==> src/rtl/serial_subtractor.sv <==
// Bit-serial two's-complement subtractor: Diff = A - B - BorrowIn, LSB first, over WIDTH clocks.
// Optional signed-overflow output enabled by defining SERIAL_SUBTRACTOR_OVERFLOW_EN.
//
//   state | meaning
//   IDLE  | waiting for Start; Diff/BorrowOut hold the last result
//   BUSY  | one full-subtractor step per clock, cnt counts processed bits
module serial_subtractor #(
  parameter int WIDTH = 8
) (
  input  logic             clk,
  input  logic             rst_n,
  input  logic             Start,
  input  logic [WIDTH-1:0] A,
  input  logic [WIDTH-1:0] B,
  input  logic             BorrowIn,
  output logic             Busy,
  output logic             Done,
  output logic [WIDTH-1:0] Diff,
  output logic             BorrowOut
`ifdef SERIAL_SUBTRACTOR_OVERFLOW_EN
  ,
  output logic             Overflow
`endif
);

  localparam int CW = $clog2(WIDTH);

  typedef enum logic {
    IDLE = 1'b0,
    BUSY = 1'b1
  } state_t;

  state_t           state;
  state_t           state_next;
  logic [CW-1:0]    cnt;
  logic [WIDTH-1:0] sh_a;
  logic [WIDTH-1:0] sh_b;
  logic [WIDTH-1:0] sh_d;
  logic             br;

  logic             a_bit;
  logic             b_bit;
  logic             d_bit;
  logic             br_next;
  logic             accept;
  logic             last;

`ifdef SERIAL_SUBTRACTOR_OVERFLOW_EN
  logic             sign_a;
  logic             sign_b;
`endif

  always_ff @(posedge clk or negedge rst_n) begin
    if (!rst_n) state <= IDLE;
    else        state <= state_next;
  end

  always_comb begin
    state_next = state;
    accept     = 1'b0;
    last       = 1'b0;
    a_bit      = sh_a[0];
    b_bit      = sh_b[0];
    d_bit      = a_bit ^ b_bit ^ br;
    br_next    = (~a_bit & b_bit) | (~(a_bit ^ b_bit) & br);
    case (state)
      IDLE: begin
        if (Start) begin
          accept     = 1'b1;
          state_next = BUSY;
        end
      end
      BUSY: begin
        if (cnt == CW'(WIDTH - 1)) begin
          last       = 1'b1;
          state_next = IDLE;
        end
      end
      default: state_next = IDLE;
    endcase
  end

  assign Busy = (state == BUSY);

  // Shift datapath: operands move right, difference bits enter at the MSB.
  always_ff @(posedge clk or negedge rst_n) begin
    if (!rst_n) begin
      sh_a <= '0;
      sh_b <= '0;
      sh_d <= '0;
      br   <= 1'b0;
      cnt  <= '0;
    end else if (accept) begin
      sh_a <= A;
      sh_b <= B;
      br   <= BorrowIn;
      cnt  <= '0;
    end else if (state == BUSY) begin
      sh_a <= sh_a >> 1;
      sh_b <= sh_b >> 1;
      sh_d <= {d_bit, sh_d[WIDTH-1:1]};
      br   <= br_next;
      cnt  <= cnt + CW'(1);
    end
  end

  // Result registers only move on the completion edge, so no partial result is visible.
  always_ff @(posedge clk or negedge rst_n) begin
    if (!rst_n) begin
      Done      <= 1'b0;
      Diff      <= '0;
      BorrowOut <= 1'b0;
    end else begin
      Done <= last;
      if (last) begin
        Diff      <= {d_bit, sh_d[WIDTH-1:1]};
        BorrowOut <= br_next;
      end
    end
  end

`ifdef SERIAL_SUBTRACTOR_OVERFLOW_EN
  // Operand signs are kept aside because sh_a/sh_b are consumed by the shift.
  always_ff @(posedge clk or negedge rst_n) begin
    if (!rst_n) begin
      sign_a   <= 1'b0;
      sign_b   <= 1'b0;
      Overflow <= 1'b0;
    end else begin
      if (accept) begin
        sign_a <= A[WIDTH-1];
        sign_b <= B[WIDTH-1];
      end
      if (last) Overflow <= (sign_a != sign_b) && (d_bit != sign_a);
    end
  end
`endif

endmodule

==> config.mk <==
export PLATFORM = sky130hd
export DESIGN_NAME = serial_subtractor
export DESIGN_NICKNAME = d
export VERILOG_FILES = /design/src/rtl/serial_subtractor.sv
export SDC_FILE = /design/constraint.sdc
export NUM_CORES = 1
export LEC_CHECK = 0
export BUFFER_PORTS_ARGS = -buffer_cell sky130_fd_sc_hd__buf_2
export CORE_UTILIZATION = 58
export DETAILED_ROUTE_END_ITERATION = 16
export GPL_TIMING_DRIVEN = 0
export PLACE_DENSITY = 0.91
export SLEW_MARGIN = 25
export SYNTH_ARGS = -nofsm -noshare
export SYNTH_HDL_FRONTEND = slang
export SYNTH_SLANG_ARGS = --single-unit
==> constraint.sdc <==
create_clock -name clk -period 3.14 [get_ports clk]
set_input_delay 0.157 -clock clk [delete_from_list [all_inputs] [get_ports clk]]
set_output_delay 0.157 -clock clk [all_outputs]
set_load 0.02 [all_outputs]
======== Yosys cells after proc, flatten, opt, wreduce, memory -nomap -nowiden ========
Index checks and enable logic that the tools add are counted.
operators by class
  $add $sub $neg .......................... 1
  multiply operators ...................... 0
  div/mod/pow operators ................... 0
  order comparisons ....................... 0
  equality and inequality tests ........... 1
  shift operators ......................... 0
  muxes and demuxes ....................... 14
  bitwise gates (word level) .............. 9
  reduce and logical (&&, ||, !) cells .... 2
operators with widths
  cell                                          count
  two-way mux 8 bit                             4
  two-way mux 1 bit                             7
  two-way mux 3 bit                             2
  NOT 1 bit                                     4
  adder 3 x 1 -> 3 bit (second input constant)  1
  == test 3 bit (second input constant)         1
  bitwise AND 1 bit                             2
  one-hot mux 1 bit (2 select lines)            1
  AND reduction 2 bit                           1
  nonzero test 2 bit                            1
  bitwise XOR 1 bit                             2
  OR 1 bit                                      1
storage, ports and cells
  register bits after elaboration ......... 39
  latch bits .............................. 0
  RAM bits ................................ 0
  bits in read-only memories .............. 0
  word-level logic and storage cells ...... 36
  memories kept ........................... 0

======== Longest topological paths before layout ========
  depth after elaboration ................. 6
  gate-level depth with buffers ........... 4
  mapped depth without buffers ............ 4

======== Worst setup path after synthesis ========
OpenSTA, ideal clock, no wires.
  path kind ............................... register to register
  start ................................... register cnt[0]
  end ..................................... register Diff[0]
  arrival time ............................ 1221 ps
  slack ................................... 1794 ps
  stages on the path, launching flop included .. 5
  path buffers ............................ 0
  path through ............................ dfrtp_1 ha_1 ha_1 nand2_4 mux2_4
on the way
  cells in the longest elaborated chain, start to end .. 3
ends and longest elaborated chain
  element                   line  source
  start: declaration        35    logic [CW-1:0] cnt;
  start signal: assignment  103   cnt <= cnt + CW'(1);
  == test 3 bit             74    if (cnt == CW'(WIDTH - 1)) begin
  two-way mux 1 bit         74
  two-way mux 1 bit         66    case (state)
  end signal: assignment    116   Diff <= {d_bit, sh_d[WIDTH-1:1]};
  end: declaration          18    output logic [WIDTH-1:0] Diff,
Every way passes these cells.
A chain may end at the register's enable or synchronous reset.

======== Worst setup path after layout ========
  start ................................... register cnt[0]
  end ..................................... register Diff[5]
The elaborated chain is that of the path after synthesis.

==> impl_metrics.env <==
export IMPL_grt_pass1_wl_um=4857
export IMPL_post_route_period_util_pct=45.27
export IMPL_startpoint_type="flop"
export IMPL_stdcell_count=190
export IMPL_fin_skew_ns=0.005477
export IMPL_clk_root_buffer_cell="clkbuf_4"
export IMPL_antenna_found_initial=0
export IMPL_cp_data_required_time_ns=3.37
export IMPL_finalSetupViolCount=0
export IMPL_syn_area_per_cell_um2=13.62
export IMPL_postCtsHoldBufs=1
export IMPL_min_path_type="in -> reg"
export IMPL_leakagePower_nw=1.025
export IMPL_numCtsBuffers=5
export IMPL_yosysMostFrequentCell="dfrtp_1"
export IMPL_htreeDepth=2
export IMPL_rsz0062_at_grt="false"
export IMPL_ys_seq_elements=38
export IMPL_mappedNetlistArea_um2=1675
export IMPL_drv_cap=0
export IMPL_synth_area_leaders="dfrtp_1 57%, mux2i_1 12%, mux2_4 12%, nand2_1 3.1%, o21ai_0 2.4%"
export IMPL_status="complete, no violations"
export IMPL_fin_nets=183
export IMPL_tightest_slew_ns=0.8102
export IMPL_drcViolationCount=0
export IMPL_synth_async_reset_ratio_pct=100.0
export IMPL_arrival_ns=1.65
export IMPL_final_hold_viol_count=0
export IMPL_wl_um=2722
export IMPL_synth_distinct_cells=17
export IMPL_path_clk_slew_ns=0.10
export IMPL_ys_warn_count=0
export IMPL_power_mw=1.892
export IMPL_yosysSeqAreaShare_pct=56.76
export IMPL_grt_pass1_vias=1106
export IMPL_drt_initial_drc_count=33
export IMPL_grt_max_degree=39
export IMPL_crit_type="reg -> reg"
export IMPL_gr_total_overflow=0
export IMPL_period_minus_slack_ns=1.422
export IMPL_dpl_hpwl_um=1914
export IMPL_finalMaxSlewViolations=0
export IMPL_core_area_um2=2758
export IMPL_io_pins=31
export IMPL_slew_limit_headroom_pct=45.99
export IMPL_tns_ns=0
export IMPL_die_x_um=55.75
export IMPL_max_freq_mhz=703.5
export IMPL_insertion_delay_ns=0.34
export IMPL_fp_dieH_um=55.75
export IMPL_first_pass_iters=4
export IMPL_cts_sinks=38
export IMPL_grt_usage_pct=20.92
export IMPL_start_util_pct=60.75
export IMPL_antenna_left=0
export IMPL_ir_drop_mv=0.7706
export IMPL_yosys_area_top_type="dfrtp_1"
export IMPL_postCtsSetupBuffers=0
export IMPL_vias_per_cell=5.626
export IMPL_ys_flop_type="dfrtp_1"
export IMPL_dieArea_um2=3108
export IMPL_syn_inst=123
export IMPL_synth_top_cell_area_share_pct=56.76
export IMPL_synth_common_cells="38 x dfrtp_1, 20 x mux2i_1, 14 x nand2_1"
export IMPL_cts_tree="built"
export IMPL_end_kind="flop"
export IMPL_fp_row_count=19
export IMPL_power_density_nw_per_um2=985.1
export IMPL_clk_path_buf_depth=2
export IMPL_placed_cells=183
export IMPL_crit_path_max_fanout=10
export IMPL_gp_congestion=0.6907
export IMPL_syn_nets=146
export IMPL_areaGrowthSynthToFinish_pct=14.64
export IMPL_cts_repair_resized=0
export IMPL_routedWlPerCell_um=14.33
export IMPL_drive_above_1_share_pct=37.11
export IMPL_fin_hold_ws_ns=0.07108
export IMPL_synth_edf_count=0
export IMPL_insertedDiodeCount=0
export IMPL_vias=1069
export IMPL_port_buffers=29
[final cells by class]
type | count | area (um^2)
buffer | 7 | 68.82
timing repair buffer | 30 | 155.1
clock buffer | 6 | 51.30
tap | 31 | 38.79
sequential | 38 | 950.9
fill | 207 | 837.1
inverter | 5 | 18.77
multi-input combinational | 73 | 636.9
[through the flow]
step,utilization (%),worst slack [ns],cell area (um^2)
floorplan,-,1.794,1675
global placement,67.42,1.755,1859
detailed placement,67.42,1.723,1859
CTS,69.65,1.706,1921
global route,69.65,1.657,1921
finish,69.65,1.718,1921
[layout by cell type, fill, tap and decap left out, types with 2 or more instances in the layout]
| cell | synthesis | layout |
|---|---|---|
| o21ai_1 | 6 | 6 |
| mux2i_1 | 20 | 20 |
| nand2_1 | 14 | 14 |
| o21ai_0 | 8 | 8 |
| ha_1 | 2 | 2 |
| clkbuf_4 | 0 | 5 |
| mux2_4 | 13 | 13 |
| buf_2 | 2 | 31 |
| dfrtp_1 | 38 | 38 |
| a22o_1 | 2 | 2 |
| mux2_2 | 3 | 3 |
| nor2_1 | 3 | 3 |
| buf_6 | 3 | 3 |
| inv_1 | 5 | 5 |
[registers in the layout, summed over array words and instances (netlist names)]
register	flops
sh_d	7
Done	1
Busy	1
br	1
sh_b	8
Diff	8
sh_a	8
cnt	3
BorrowOut	1
[kinds of logic after synthesis]
kind of cell	share of synthesized area, %
fa+ha+maj	2.688
simple gates	4.481
compound gates	5.228
buf+inv	5.228
flops	56.76
mux	25.62
[worst max-delay path: stages, from the launching register on]
cell and delay (ns):
dfrtp_1 0.40, ha_1 0.20, ha_1 0.22, nand2_4 0.18
mux2_4 0.32
[final timing paths]
check	start	endpoint	slack [ns]	cells after the start
hold reg to reg	sh_b[2]	sh_b[1]	0.49	2
hold / removal	A[7]	sh_a[7]	0.07	3
setup reg to reg	cnt[0]	Diff[5]	1.72	4
setup / recovery	cnt[0]	Diff[5]	1.72	4
min in group asynchronous	rst_n	sh_d[4]	0.45	2
max in group asynchronous	rst_n	sh_b[6]	2.19	2
[power by group]
| part | internal [mW] | leakage, nW | total [mW] | switching (mW) |
|---|---|---|---|---|
| Sequential | 0.711 | 0.475 | 0.838 | 0.127 |
| Combinational | 0.426 | 0.520 | 0.812 | 0.386 |
| Clock | 0.101 | 0.0302 | 0.242 | 0.141 |
[per-layer routing]
metal	share of wire, %	GRT usage (%)	vias up
met2	51	33.56	38
met5	0	0	-
li1	-	-	490
met3	6.5	5.814	6
met1	41	24.84	535
met4	1.9	13.21	0
Note: power is estimated with default switching activity, not from simulation.
